### src/rtl/aes_pkg.sv
// Shared AES SubBytes definitions: forward/inverse S-box tables and FSM states.
// The inverse table exists only when SUB_BYTES_INV_EN is defined.
package aes_pkg;

  typedef enum logic [1:0] {
    IDLE,
    RUN,
    DONE
  } sb_state_t;

  localparam logic [7:0] SBOX [256] = '{
    8'h63, 8'h7c, 8'h77, 8'h7b, 8'hf2, 8'h6b, 8'h6f, 8'hc5,
    8'h30, 8'h01, 8'h67, 8'h2b, 8'hfe, 8'hd7, 8'hab, 8'h76,
    8'hca, 8'h82, 8'hc9, 8'h7d, 8'hfa, 8'h59, 8'h47, 8'hf0,
    8'had, 8'hd4, 8'ha2, 8'haf, 8'h9c, 8'ha4, 8'h72, 8'hc0,
    8'hb7, 8'hfd, 8'h93, 8'h26, 8'h36, 8'h3f, 8'hf7, 8'hcc,
    8'h34, 8'ha5, 8'he5, 8'hf1, 8'h71, 8'hd8, 8'h31, 8'h15,
    8'h04, 8'hc7, 8'h23, 8'hc3, 8'h18, 8'h96, 8'h05, 8'h9a,
    8'h07, 8'h12, 8'h80, 8'he2, 8'heb, 8'h27, 8'hb2, 8'h75,
    8'h09, 8'h83, 8'h2c, 8'h1a, 8'h1b, 8'h6e, 8'h5a, 8'ha0,
    8'h52, 8'h3b, 8'hd6, 8'hb3, 8'h29, 8'he3, 8'h2f, 8'h84,
    8'h53, 8'hd1, 8'h00, 8'hed, 8'h20, 8'hfc, 8'hb1, 8'h5b,
    8'h6a, 8'hcb, 8'hbe, 8'h39, 8'h4a, 8'h4c, 8'h58, 8'hcf,
    8'hd0, 8'hef, 8'haa, 8'hfb, 8'h43, 8'h4d, 8'h33, 8'h85,
    8'h45, 8'hf9, 8'h02, 8'h7f, 8'h50, 8'h3c, 8'h9f, 8'ha8,
    8'h51, 8'ha3, 8'h40, 8'h8f, 8'h92, 8'h9d, 8'h38, 8'hf5,
    8'hbc, 8'hb6, 8'hda, 8'h21, 8'h10, 8'hff, 8'hf3, 8'hd2,
    8'hcd, 8'h0c, 8'h13, 8'hec, 8'h5f, 8'h97, 8'h44, 8'h17,
    8'hc4, 8'ha7, 8'h7e, 8'h3d, 8'h64, 8'h5d, 8'h19, 8'h73,
    8'h60, 8'h81, 8'h4f, 8'hdc, 8'h22, 8'h2a, 8'h90, 8'h88,
    8'h46, 8'hee, 8'hb8, 8'h14, 8'hde, 8'h5e, 8'h0b, 8'hdb,
    8'he0, 8'h32, 8'h3a, 8'h0a, 8'h49, 8'h06, 8'h24, 8'h5c,
    8'hc2, 8'hd3, 8'hac, 8'h62, 8'h91, 8'h95, 8'he4, 8'h79,
    8'he7, 8'hc8, 8'h37, 8'h6d, 8'h8d, 8'hd5, 8'h4e, 8'ha9,
    8'h6c, 8'h56, 8'hf4, 8'hea, 8'h65, 8'h7a, 8'hae, 8'h08,
    8'hba, 8'h78, 8'h25, 8'h2e, 8'h1c, 8'ha6, 8'hb4, 8'hc6,
    8'he8, 8'hdd, 8'h74, 8'h1f, 8'h4b, 8'hbd, 8'h8b, 8'h8a,
    8'h70, 8'h3e, 8'hb5, 8'h66, 8'h48, 8'h03, 8'hf6, 8'h0e,
    8'h61, 8'h35, 8'h57, 8'hb9, 8'h86, 8'hc1, 8'h1d, 8'h9e,
    8'he1, 8'hf8, 8'h98, 8'h11, 8'h69, 8'hd9, 8'h8e, 8'h94,
    8'h9b, 8'h1e, 8'h87, 8'he9, 8'hce, 8'h55, 8'h28, 8'hdf,
    8'h8c, 8'ha1, 8'h89, 8'h0d, 8'hbf, 8'he6, 8'h42, 8'h68,
    8'h41, 8'h99, 8'h2d, 8'h0f, 8'hb0, 8'h54, 8'hbb, 8'h16
  };

`ifdef SUB_BYTES_INV_EN
  localparam logic [7:0] INV_SBOX [256] = '{
    8'h52, 8'h09, 8'h6a, 8'hd5, 8'h30, 8'h36, 8'ha5, 8'h38,
    8'hbf, 8'h40, 8'ha3, 8'h9e, 8'h81, 8'hf3, 8'hd7, 8'hfb,
    8'h7c, 8'he3, 8'h39, 8'h82, 8'h9b, 8'h2f, 8'hff, 8'h87,
    8'h34, 8'h8e, 8'h43, 8'h44, 8'hc4, 8'hde, 8'he9, 8'hcb,
    8'h54, 8'h7b, 8'h94, 8'h32, 8'ha6, 8'hc2, 8'h23, 8'h3d,
    8'hee, 8'h4c, 8'h95, 8'h0b, 8'h42, 8'hfa, 8'hc3, 8'h4e,
    8'h08, 8'h2e, 8'ha1, 8'h66, 8'h28, 8'hd9, 8'h24, 8'hb2,
    8'h76, 8'h5b, 8'ha2, 8'h49, 8'h6d, 8'h8b, 8'hd1, 8'h25,
    8'h72, 8'hf8, 8'hf6, 8'h64, 8'h86, 8'h68, 8'h98, 8'h16,
    8'hd4, 8'ha4, 8'h5c, 8'hcc, 8'h5d, 8'h65, 8'hb6, 8'h92,
    8'h6c, 8'h70, 8'h48, 8'h50, 8'hfd, 8'hed, 8'hb9, 8'hda,
    8'h5e, 8'h15, 8'h46, 8'h57, 8'ha7, 8'h8d, 8'h9d, 8'h84,
    8'h90, 8'hd8, 8'hab, 8'h00, 8'h8c, 8'hbc, 8'hd3, 8'h0a,
    8'hf7, 8'he4, 8'h58, 8'h05, 8'hb8, 8'hb3, 8'h45, 8'h06,
    8'hd0, 8'h2c, 8'h1e, 8'h8f, 8'hca, 8'h3f, 8'h0f, 8'h02,
    8'hc1, 8'haf, 8'hbd, 8'h03, 8'h01, 8'h13, 8'h8a, 8'h6b,
    8'h3a, 8'h91, 8'h11, 8'h41, 8'h4f, 8'h67, 8'hdc, 8'hea,
    8'h97, 8'hf2, 8'hcf, 8'hce, 8'hf0, 8'hb4, 8'he6, 8'h73,
    8'h96, 8'hac, 8'h74, 8'h22, 8'he7, 8'had, 8'h35, 8'h85,
    8'he2, 8'hf9, 8'h37, 8'he8, 8'h1c, 8'h75, 8'hdf, 8'h6e,
    8'h47, 8'hf1, 8'h1a, 8'h71, 8'h1d, 8'h29, 8'hc5, 8'h89,
    8'h6f, 8'hb7, 8'h62, 8'h0e, 8'haa, 8'h18, 8'hbe, 8'h1b,
    8'hfc, 8'h56, 8'h3e, 8'h4b, 8'hc6, 8'hd2, 8'h79, 8'h20,
    8'h9a, 8'hdb, 8'hc0, 8'hfe, 8'h78, 8'hcd, 8'h5a, 8'hf4,
    8'h1f, 8'hdd, 8'ha8, 8'h33, 8'h88, 8'h07, 8'hc7, 8'h31,
    8'hb1, 8'h12, 8'h10, 8'h59, 8'h27, 8'h80, 8'hec, 8'h5f,
    8'h60, 8'h51, 8'h7f, 8'ha9, 8'h19, 8'hb5, 8'h4a, 8'h0d,
    8'h2d, 8'he5, 8'h7a, 8'h9f, 8'h93, 8'hc9, 8'h9c, 8'hef,
    8'ha0, 8'he0, 8'h3b, 8'h4d, 8'hae, 8'h2a, 8'hf5, 8'hb0,
    8'hc8, 8'heb, 8'hbb, 8'h3c, 8'h83, 8'h53, 8'h99, 8'h61,
    8'h17, 8'h2b, 8'h04, 8'h7e, 8'hba, 8'h77, 8'hd6, 8'h26,
    8'he1, 8'h69, 8'h14, 8'h63, 8'h55, 8'h21, 8'h0c, 8'h7d
  };
`endif

endpackage

### src/rtl/aes_sbox_lane.sv
// One combinational S-box lane; inv selects the inverse table.
// Inverse table only present when SUB_BYTES_INV_EN is defined.
module aes_sbox_lane
  import aes_pkg::*;
(
  input  logic       inv,
  input  logic [7:0] data,
  output logic [7:0] sub
);

`ifdef SUB_BYTES_INV_EN
  assign sub = inv ? INV_SBOX[data] : SBOX[data];
`else
  logic unused_inv;
  assign unused_inv = inv;
  assign sub = SBOX[data];
`endif

endmodule

### src/rtl/sub_bytes_iter.sv
// Iterative AES SubBytes: LANES shared S-boxes over NUM_BYTES/LANES beats.
// Define SUB_BYTES_INV_EN to enable per-block InvSubBytes via in_inv.
module sub_bytes_iter
  import aes_pkg::*;
#(
  parameter int DATA_LEN = 128,
  parameter int LANES    = 4
) (
  input  logic                clk,
  input  logic                reset,
  input  logic                in_valid,
  output logic                in_ready,
  input  logic [DATA_LEN-1:0] in_data,
  input  logic                in_inv,
  output logic                out_valid,
  input  logic                out_ready,
  output logic [DATA_LEN-1:0] out_data,
  output logic                busy
);

  localparam int NUM_BYTES = DATA_LEN / 8;
  localparam int BEATS     = NUM_BYTES / LANES;
  localparam int CNT_W     = (BEATS > 1) ? $clog2(BEATS) : 1;

  if ((DATA_LEN % 8) != 0 || (NUM_BYTES % LANES) != 0) begin : g_bad_cfg
    $error("sub_bytes_iter: LANES must divide DATA_LEN/8");
  end

  sb_state_t                state;
  logic [CNT_W-1:0]         cnt;
  logic [DATA_LEN-1:0]      blk;
  logic                     mode;
  logic [LANES-1:0][7:0]    lane_in;
  logic [LANES-1:0][7:0]    lane_out;

  assign in_ready = (state == IDLE) & ~reset;
  assign out_data = blk;

  // Lane j always sees byte cnt*LANES+j of the working state.
  always_comb begin
    lane_in = '0;
    for (int j = 0; j < LANES; j++) begin
      lane_in[j] = blk[(int'(cnt) * LANES + j) * 8 +: 8];
    end
  end

  for (genvar j = 0; j < LANES; j++) begin : g_lane
    aes_sbox_lane u_lane (
      .inv  (mode),
      .data (lane_in[j]),
      .sub  (lane_out[j])
    );
  end

`ifndef SUB_BYTES_INV_EN
  logic unused_in_inv;
  assign unused_in_inv = in_inv;
  assign mode = 1'b0;
`endif

  always_ff @(posedge clk or posedge reset) begin
    if (reset) begin
      state     <= IDLE;
      cnt       <= '0;
      blk       <= '0;
      out_valid <= 1'b0;
      busy      <= 1'b0;
`ifdef SUB_BYTES_INV_EN
      mode      <= 1'b0;
`endif
    end else begin
      unique case (state)
        IDLE: begin
          if (in_valid) begin
            blk   <= in_data;
            cnt   <= '0;
            busy  <= 1'b1;
            state <= RUN;
`ifdef SUB_BYTES_INV_EN
            mode  <= in_inv;
`endif
          end
        end
        RUN: begin
          for (int j = 0; j < LANES; j++) begin
            blk[(int'(cnt) * LANES + j) * 8 +: 8] <= lane_out[j];
          end
          if (cnt == CNT_W'(BEATS - 1)) begin
            out_valid <= 1'b1;
            state     <= DONE;
          end else begin
            cnt <= cnt + 1'b1;
          end
        end
        DONE: begin
          if (out_ready) begin
            out_valid <= 1'b0;
            busy      <= 1'b0;
            state     <= IDLE;
          end
        end
        default: begin
          state <= IDLE;
        end
      endcase
    end
  end

endmodule

### config.mk
export PLATFORM = sky130hd
export DESIGN_NAME = sub_bytes_iter
export DESIGN_NICKNAME = d
export VERILOG_FILES = /design/src/rtl/aes_pkg.sv /design/src/rtl/aes_sbox_lane.sv /design/src/rtl/sub_bytes_iter.sv
export SDC_FILE = /design/constraint.sdc
export NUM_CORES = 1
export LEC_CHECK = 0
export BUFFER_PORTS_ARGS = -buffer_cell sky130_fd_sc_hd__buf_2
export CELL_PAD_IN_SITES_DETAIL_PLACEMENT = 1
export CELL_PAD_IN_SITES_GLOBAL_PLACEMENT = 2
export CORE_ASPECT_RATIO = 1.75
export CORE_MARGIN = 4
export CORE_UTILIZATION = 31
export DETAILED_ROUTE_END_ITERATION = 12
export HOLD_SLACK_MARGIN = 0.15
export PLACE_DENSITY = 0.9
export SLEW_MARGIN = 20
export SYNTH_ARGS = -nofsm -noshare
export SYNTH_HDL_FRONTEND = slang
export SYNTH_SLANG_ARGS = --single-unit
### constraint.sdc
create_clock -name clk -period 4.2 [get_ports clk]
set_input_delay 0.84 -clock clk [delete_from_list [all_inputs] [get_ports clk]]
set_output_delay 0.84 -clock clk [all_outputs]
set_load 0.005 [all_outputs]
Word-level counts from Yosys, hierarchy flattened
Memory sizes are Yosys's and may differ from the RTL's.
Cells that the tools add are included.
- add/sub/neg operators: 8
- magnitude comparators: 4
- eq/ne operators: 7
- shift-type cells: 12
- mux-type cells: 26
- bitwise gates (word level): 6
- reduce and logical (&&, ||, !) cells: 9
- operators with widths (cell ; count):
    $bwmux W128 ; 4
    $shift A8 B33 Y128 const A ; 4
    $shiftx A8 B33 Y128 ; 4
    $shiftx A128 B32 Y8 ; 3
    $pmux W128 S2 ; 1
    $mux W128 ; 1
    $shiftx A128 B8 Y8 ; 1
    $neg A8 Y33 ; 3
    $mux W8 ; 8
    $ge A9 B9 Y1 const B ; 4
    $not A8 Y9 ; 4
    $neg A7 Y33 ; 1
    $reduce_and A3 Y1 ; 4
    $add A4 B2 Y5 const B ; 2
    $mux W2 ; 5
    $ne A2 B2 Y1 const B ; 4
    $pmux W2 S3 ; 1
    $reduce_bool A2 Y1 ; 3
    $add A4 B1 Y5 const B ; 1
    $eq A2 B2 Y1 const B ; 2
    $pmux W1 S2 ; 2
    $pmux W2 S2 ; 1
    $mux W1 ; 3
    $add A2 B1 Y2 const B ; 1
    5 further kinds ; 5
- flip-flop bits (word level): 134
- ROM bits: 8192
- bits of input ports: 133
- logic and storage cells: 81
- memories kept: 4
- memory list (name ; words ; width ; rd ports ; clocked after memory_dff ; wr ports ; RTL line ; source):
    (no name shown) ; 256 ; 8 ; 1 ; 0 ; 0 ; aes_sbox_lane.sv:16 ; assign sub = SBOX[data];
    (no name shown) ; 256 ; 8 ; 1 ; 0 ; 0 ; aes_sbox_lane.sv:16 ;
    (no name shown) ; 256 ; 8 ; 1 ; 0 ; 0 ; aes_sbox_lane.sv:16 ;
    (no name shown) ; 256 ; 8 ; 1 ; 0 ; 0 ; aes_sbox_lane.sv:16 ;

Depth between registers and ports, before layout
Gate-level depths: netlist (run 1).
- depth after elaboration: 11
- gate-level depth with buffers: 17
- mapped depth without buffers: 12

Modules after synthesis
Synthesis (run 1) repeated with hierarchy kept, for this count alone.
- cell total of the unflattened synthesis: 2665
- area, all modules: 20518.4 µm²
- by module, submodules not included (module ; instances ; cells an instance ; area each (µm²) ; sequential area each (µm²)):
    aes_sbox_lane (g_lane[1].u_lane ...) ; 3 ; 525 ; 3221.8 ; 0.0
    sub_bytes_iter ; 1 ; 560 ; 7517.2 ; 3353.2
    aes_sbox_lane (g_lane[0].u_lane) ; 1 ; 530 ; 3335.7 ; 0.0

Worst setup path after synthesis (run 1)
No wires, ideal clock.
- path kind: flip-flop to flip-flop
- from: register cnt[1]
- to: register blk[125], in the netlist out_data[125]
- setup time: 0.126 ns
- arrival: 3.640 ns
- setup slack: 0.434 ns
- stages on the path, launching flop included: 18
- buffers on the path: 7
- period minus slack after synthesis: 3.766 ns
- path through: dfrtp_1 buf_4 buf_8 buf_6 mux4_2 buf_2 buf_2 inv_1 ha_1 clkbuf_1 nand2b_1 buf_1 o21ai_0 a221oi_1 a2111oi_2 a221oi_1 nor4_2 a221o_1
- cells in the longest elaborated chain, start to end: 11
- elaborated cells on any way between the ends: 40
- classes of those cells: add/sub: 7; shift: 12; mux: 13; bitwise: 4; memory: 4
- RTL lines (what ; RTL line ; source):
    start, declared ; sub_bytes_iter.sv:30 ; logic [CNT_W-1:0] cnt;
    start signal, assigned ; sub_bytes_iter.sv:92 ; cnt <= cnt + 1'b1;
    $add A4 B1 Y5 or $shiftx A128 B8 Y8 (tied branches) ; sub_bytes_iter.sv:43, sub_bytes_iter.sv:86 ;
    $shiftx A128 B32 Y8 or $not A8 Y9 (tied branches) ; sub_bytes_iter.sv:43, aes_sbox_lane.sv:16 ;
    $not A8 Y9 (implied by the code) or $mem_v2 Z256 W8 (tied branches) ; n/a ;
    $mem_v2 Z256 W8 or $mux W8 (tied branches) ; n/a ;
    $mux W8 (implied by the code) ; aes_sbox_lane.sv:16 ;
    $mux W8 (implied by the code) or $shiftx A8 B33 Y128 (tied branches) ; aes_sbox_lane.sv:16, sub_bytes_iter.sv:86 ;
    $shiftx A8 B33 Y128 or $bwmux W128 (tied branches) ; sub_bytes_iter.sv:86 ; blk[(int'(cnt) * LANES + j) * 8 +: 8] <= lane_out[j];
    $bwmux W128 (2 in series) ; sub_bytes_iter.sv:86 ;
    $bwmux W128 (*) ; sub_bytes_iter.sv:86 ;
    $pmux W128 S2 (*) ; sub_bytes_iter.sv:72 ; unique case (state)
    end signal, assigned ; sub_bytes_iter.sv:75 ; blk <= in_data;
    end signal, assigned by index ; sub_bytes_iter.sv:86 ;
    end, declared ; sub_bytes_iter.sv:31 ; logic [DATA_LEN-1:0] blk;
Every way passes the cells marked *; elsewhere a longest branch is shown, timed or not. The select of a mux whose other input is x is not followed.
A chain may end at the register's enable or synchronous reset.

Worst setup path in the final report (run 1)
- from: register cnt[0]
- to: register blk[23], in the netlist out_data[23]
Same word-level chain as after synthesis.

==> results of run 1 <==
registers in the layout, summed over array words and instances (netlist names):
name       cells
state          2
busy           1
out_data     128
out_valid      1
cnt            2
per-stage QoR:
stage,utilization,hold slack [ns],worst slack [ns]
after floorplan,-,0.504,0.434
final,0.379,0.431,0.00465
after global routing,0.379,0.462,0.0264
after detailed placement,0.368,0.514,0.173
after CTS,0.377,0.428,0.115
after global placement,0.368,0.494,0.0558
worst paths after layout:
kind	to	slack, ns	depth (start not counted)
min in group clk	out_data[114]$_DFFE_PP0P_	0.53	2
max in group asynchronous	out_data[78]$_DFFE_PP0P_	2.89	3
setup / recovery	out_data[23]$_DFFE_PP0P_	0.005	11
hold / removal	out_data[19]$_DFFE_PP0P_	0.43	2
setup reg to reg	out_data[23]$_DFFE_PP0P_	0.005	11
hold reg to reg	out_data[114]$_DFFE_PP0P_	0.53	2
area by class of cell:
class	instances	area (µm²)
Sequential cell	134	3360
Antenna cell	5	12.5
Clock inverter	12	169
Multi-Input combinational cell	2336	15000
Inverter	31	124
Timing Repair Buffer	573	3920
Tap cell	806	1010
Clock buffer	20	457
Fill cell	8041	39500
cells in the mapped netlist, drive strengths merged (19+ instances only):
library cell and instances:
a21oi 307, nor2 282, nand2 231, o21ai 199, buf 175, clkbuf 145, dfrtp 134, nand3 118
o22ai 116, nor3 82, a31oi 79, nand2b 78, and3 54, ha 54, o211ai 53, mux2i 52
a311oi 42, a211oi 39, a221o 38, nand4 37, nor2b 37, o311ai 32, a221oi 31, inv 31
and2 28, mux4 28, mux2 23, a32oi 22, or2 22, o2111ai 19
worst reg2reg max path, stage by stage, from the launching register on:
cell and delay (ns):
dfrtp_4 0.60, mux4_2 0.69, clkinvlp_4 0.36, ha_2 0.53
buf_4 0.24, nand2b_1 0.24, a41oi_1 0.28, o21ai_0 0.12
nor3_1 0.42, o32a_1 0.32, buf_12 0.15, o22ai_1 0.09
routing by layer:
metal / vias up / GRT usage
met2: 1983 / 0.659
met1: 13600 / 0.430
met3: 746 / 0.0813
li1: 11400 / -
met4: 0 / 0.331
met5: - / 0
cell families after synthesis:
family,Yosys count,synth area share
compound gates,1154,0.389
flops,134,0.168
simple gates,1019,0.248
xor+xnor,6,0.00264
buf+inv,351,0.0868
fa+ha+maj,54,0.0339
mux,103,0.0709
timing repair:
| action | CTS | global route |
|---|---|---|
| gates resized for setup | 0 | 12 |
| endpoints found under the setup margin | 0 | 17 |
| buffers inserted | 0 | 0 |
==> impl_results.md, run 1 <==
* Largest net degree at the start of global routing at 75
* Routed length on met2 at 67000 µm
* Commonest cells after routing, fill and taps aside: a21oi_1, buf_4, nor2_1, buf_2, nand2_1
* Initial Utilization at 0.314
* Ports at 264
* RSZ-0062 raised after global routing: no
* Startpoint types: flip-flop
* Clk pin slew, worst setup/hold paths at 0.08 ns
* Worst skew pair latency at 0.50 ns
* Synth Warn # at 0
* Clock Skews at 0.0200 ns
* GRT Total Usage at 0.398
* Share of cells above drive strength 1 at 0.241
* Crit Path Class: reg2reg
* Mapped Cells at 2821
* Crit path buf inv count at 3
* Hold Buf Count CTS at 0
* IO Port Bufs at 262
* Die Y at 343 µm
* Metal-1 WL at 48400 µm
* Max_cap viols at 0
* Mean Syn Cell Area at 7.07 µm²
* Cell Area, Placed at 23300 µm²
* Final Hold Fails at 0
* Slew of the pin with the lowest slew margin at 1.20 ns
* Met3 Wirelength at 11200 µm
* Critical Path, Cell by Cell: mux4_2 -> clkinvlp_4 -> ha_2 -> buf_4 -> nand2b_1 -> a41oi_1 -> o21ai_0 -> nor3_1 -> o32a_1 -> buf_12 -> o22ai_1
* First-pass GRT wire length at 201000 µm
* CP Launch Point: cnt[0]$_DFFE_PP0P_
* Die Wd at 200 µm
* CP top delay family: compound AO/OA/AOI/OAI gates
* Cell Rows at 122
* Gp weighted congestion at 1.05
* Final min period at 4.20 ns
* CTS tree: done
* Reg2reg start: cnt[0]$_DFFE_PP0P_
* Slowest stage delay, CP at 0.68 ns
* DR pass1 iterations at 7
* Final instance area at 24000 µm²
* Initial antenna violation count at 6
* Max Clock Freq at 238 MHz
* CTS Root Cell: clkbuf_16
* Worst slew margin at 0.187
* Final WL at 142000 µm
* Sequential element share of the synthesized area at 0.168
* Uppermost layer routed: met4
* Finish-stage setup viols at 0
* DRT iter0 DRCs at 3556
* Number of vias per cell at 7.08
* Cell variety after synth at 103
* Post-DP HPWL at 106000 µm
* Max Slew Vio Count at 0
* CTS Buf Count at 17
* Min-Delay Path Class: in2async
* Commonest non-fill, non-tap cell in the layout: a21oi_1
* Flops & latches, synth at 134
* Remaining DRCs at 0
* CTS max path bufs at 2
* Core area at 63500 µm²
* Non-Filler Instances at 3917
* Wire per inst at 36.2 µm
* Crit path max-delay cell type: mux4_2
* EDFF count, synth at 0
* Via Count at 27700
* Crit end category: flip-flop
* Die Footprint at 68600 µm²
* Area of the mapped netlist at 19900 µm²
* Top cells by area, synth: dfrtp_1, a21oi_1, nor2_1
* Fin Setup TNS at 0 ns
* Crit-path max FO at 9
* Placed Instances at 3880
* WP data required at 4.54 ns
* Clock Sinks at 134
* Share of the synthesized area in the top cell type at 0.168
* Vias in the first global route at 28200
* Main synth FF type: dfrtp_1
* Ys async rst share at 1.00
* Post-route ant nets at 0
* Total grt overflow at 0
* Status: finished clean
* Fin crit share at 0.999
* Area delta synth->final at 20.6%
* Syn Nets at 3008
* # nets final at 3280
* Synth area leader: dfrtp_1
* Data arrival time of the critical path at 4.53 ns
* Clock H-tree levels at 4
Power of run 1 is left out: the tool's default activity adds up to more than one toggle a clock period on the data nets, which glitch-free logic cannot reach.
==> run 2, diff against run 1 <==
Settings changed: ABC_AREA from default to 1, CORE_UTILIZATION 31 to 30, PLACE_DENSITY 0.9 to 0.92.
Clock period 4.2 ns to 4.4 ns, I/O delays scaled along.
==> run 2 against run 1 <==
  * Sequential cell count stayed put
  * Critical path type unchanged
  * Area after synthesis is 0.51% higher
  * Critical path depth is 4 higher
  * Largest cell class unchanged
  * Non-clock buffer count is 181 lower
==> impl_results.md, run 2 <==
* Commonest non-fill, non-tap cell in the layout: nand2_1
* WP data required at 4.80 ns (+0.26 ns)
* Worst r2r dst: out_data[58]$_DFFE_PP0P_
* Remaining DRCs at 0 (unchanged)
* GRT Total Usage at 0.350 (-0.0479)
* Data arrival time of the critical path at 4.40 ns (-0.13 ns)
* Post-Synth Simple-Gate Area at 0.554 (+0.306)
* Mapped Cells at 3663 (+30%)
* CTS Root Cell: clkbuf_16
* EDFF count, synth at 0 (unchanged)
* Max Slew Vio Count at 0 (unchanged)
* Clock Sinks at 134 (unchanged)
* Worst skew pair latency at 0.49 ns (about the same)
* Post-cts sizing count at 0 (unchanged)
* Compound-Gate Fraction of Synth Area at 0.126 (-0.264)
* Post-route ant nets at 0 (unchanged)
* Slowest stage delay, CP at 0.67 ns (about the same)
* Wire per inst at 27.2 µm (-25%)
* Critical Path, Cell by Cell: buf_4 -> nand2_1 -> nand3_1 -> nand2_1 -> ha_1 -> inv_1 -> nand2_1 -> nand2_1 -> o211ai_1 -> nand3_1 -> nand2_1 -> nand2_1 -> nand2_1 -> nand4_1 -> a21oi_1
* Top cells by area, synth: nand2_1, nand3_1, dfrtp_1
* Syn Nets at 3850 (+28%)
* Initial antenna violation count at 4 (-2)
* Final Hold Fails at 0 (unchanged)
* Final hold slack at 0.518 ns (+0.0864 ns)
* Final min period at 4.00 ns (-0.199 ns)
* Total grt overflow at 0 (unchanged)
* Mux share of post-synthesis cell area at 0 (-0.0709)
* # nets final at 4025 (+23%)
* Hold Path Stages at 2
* CTS Buf Count at 17 (unchanged)
* Clk pin slew, worst setup/hold paths at 0.08 ns (about the same)
* CTS max path bufs at 2 (unchanged)
* Met3 Wirelength at 7420 µm (-34%)
* Number of vias per cell at 5.90 (-17%)
* Share of cells above drive strength 1 at 0.149 (-0.0917)
* Post-Synth XOR/XNOR Area at 0 (-0.00264)
* Worst slew margin at 0.427 (+0.240)
* Die Footprint at 71100 µm² (+3.7%)
* Crit Path Class: reg2reg
* Mean Syn Cell Area at 5.47 µm² (-23%)
* Synth Warn # at 0 (unchanged)
* RSZ-0062 raised after global routing: no
* DR pass1 iterations at 6 (-1)
* Post-CTS Setup Bufs at 0 (unchanged)
* DRT iter0 DRCs at 2388 (-33%)
* Reg2reg start: cnt[0]$_DFFE_PP0P_
* IO Port Bufs at 262 (unchanged)
* Ys async rst share at 1.00 (unchanged)
* Fin crit share at 0.908 (-0.0905)
* Die Wd at 203 µm (+1.8%)
* Routed length on met2 at 62700 µm (-6.5%)
* Commonest cells after routing, fill and taps aside: nand2_1, nand3_1, nor2_1, buf_2, inv_1
* Hold path start: busy$_DFFE_PP0P_
* Main synth FF type: dfrtp_1
* Area of the mapped netlist at 20000 µm² (+0.51%)
* WHS Endpoint: busy$_DFFE_PP0P_
* Uppermost layer routed: met4
* Max_cap viols at 0 (unchanged)
* Min-Delay Path Class: reg2reg
* Clock Skews at 0.0168 ns (-0.00321 ns)
* Slew of the pin with the lowest slew margin at 0.858 ns (-0.337 ns)
* Clock H-tree levels at 4 (unchanged)
* Startpoint types: flip-flop
* Sequential element share of the synthesized area at 0.167 (-0.000851)
* Initial Utilization at 0.302 (-0.0118)
* Synth area leader: nand2_1
* Gp weighted congestion at 1.07 (+1.3%)
* Max reg flops at 128 (unchanged)
* Finish-stage setup viols at 0 (unchanged)
* Share of the synthesized area in the top cell type at 0.215 (+0.0467)
* Metal-1 WL at 45700 µm (-5.5%)
* Hold Buf Count CTS at 0 (unchanged)
* CTS tree: done
* Ports at 264 (unchanged)
* Area delta synth->final at 15.1%
* Crit end category: flip-flop
* Die Y at 350 µm (+1.9%)
* Most common cell in the netlist: nand2_1
* R2R Setup Slk at 0.40 ns (+0.40 ns)
* Flops & latches, synth at 134 (unchanged)
* Max Clock Freq at 250 MHz (+5.0%)
* First-pass GRT wire length at 188000 µm (-6.5%)
* Reg2reg path depth at 15 (+4)
* Cell variety after synth at 42 (-59%)
* Final WL at 129000 µm (-8.9%)
* Core area at 66300 µm² (+4.4%)
* Largest net degree at the start of global routing at 75 (unchanged)
* Crit path max-delay cell type: ha_1
* Cell Rows at 125 (+2.5%)
* Post-DP HPWL at 97700 µm (-8.2%)
* Crit-path max FO at 29 (+20)
* Vias in the first global route at 28800 (+1.9%)
* Fin Setup TNS at 0 ns (unchanged)
* Largest family of logic cells by synthesized area: simple AND/OR/NAND/NOR gates
* Post-synth top cells: nand2_1, nand3_1, nor2_1, inv_1, a21oi_1
* Status: finished clean
* Cell repeated most along the worst path: nand2_1
* CP Launch Point: cnt[0]$_DFFE_PP0P_
* Via Count at 28000 (+0.84%)
* Post-Synth Adder-Cell Area at 0.0337 (-0.000171)
[run 2: cell count changes in the layout (fill, tap and decap cells not counted), moves of 78 or more]
cell / previous run / this run
nand2_1: 226 / 1141
a21oi_1: 301 / 195
o22ai_1: 114 / 3
nand3_1: 116 / 806
inv_1: 24 / 255
nand4_1: 37 / 115
buf_4: 289 / 113
[run 2: through the flow]
stage               instances  worst slack (ns)  area, µm²  utilization
floorplan                3663              1.47      20000            -
global placement         4708             0.507      22500        0.339
detailed placement       4708             0.492      22500        0.339
CTS                      4739             0.460      23100        0.348
global route             4742             0.181      23100        0.348
finish                   4742             0.403      23100        0.348
[run 2: final cells by class]
class / instances / area, µm²
diodes: 3 / 7.51
clock buffers: 18 / 429
clock inverters: 13 / 171
fillers: 9222 / 43300
inverters: 293 / 1110
multi-input cells: 3000 / 14400
flip-flops and latches: 134 / 3360
well taps: 889 / 1110
repair buffers: 392 / 2500
[run 2: worst max-delay path by stage]
stage / end / slack (ns) / cells past startpoint
3_5_place_dp: out_data[58]$_DFFE_PP0P_ / 0.49 / 15
5_1_grt: out_data[26]$_DFFE_PP0P_ / 0.18 / 15
2_1_floorplan: out_data[0]$_DFFE_PP0P_ / 1.47 / 12
4_1_cts: out_data[58]$_DFFE_PP0P_ / 0.46 / 15
6_report: out_data[58]$_DFFE_PP0P_ / 0.40 / 15
3_3_place_gp: out_data[26]$_DFFE_PP0P_ / 0.51 / 15
[run 2: routing by layer]
layer,GRT usage,vias to the layer above
met1,0.375,13400
met3,0.0418,554
li1,-,12500
met2,0.609,1421
met4,0.292,0
met5,0,-
[run 2: cells by family (layout without fill, tap and decap cells)]
logic type,after synthesis,after routing
compound gates,443,443
fa+ha+maj,54,54
buf+inv,529,716
flops,134,134
other cells,0,3
simple gates,2503,2503
[run 2: critical path, delay by kind of cell, from the launching register on]
| kind | cells | cell delay [ns] |
|---|---|---|
| AO/OA/AOI/OAI | 2 | 0.44 |
| AND/OR/NAND/NOR | 10 | 1.85 |
| flip-flops | 1 | 0.48 |
| buffers and inverters | 2 | 0.42 |
| adder cells (fa/ha/maj) | 1 | 0.67 |
Power of run 2 is left out for the same reason.
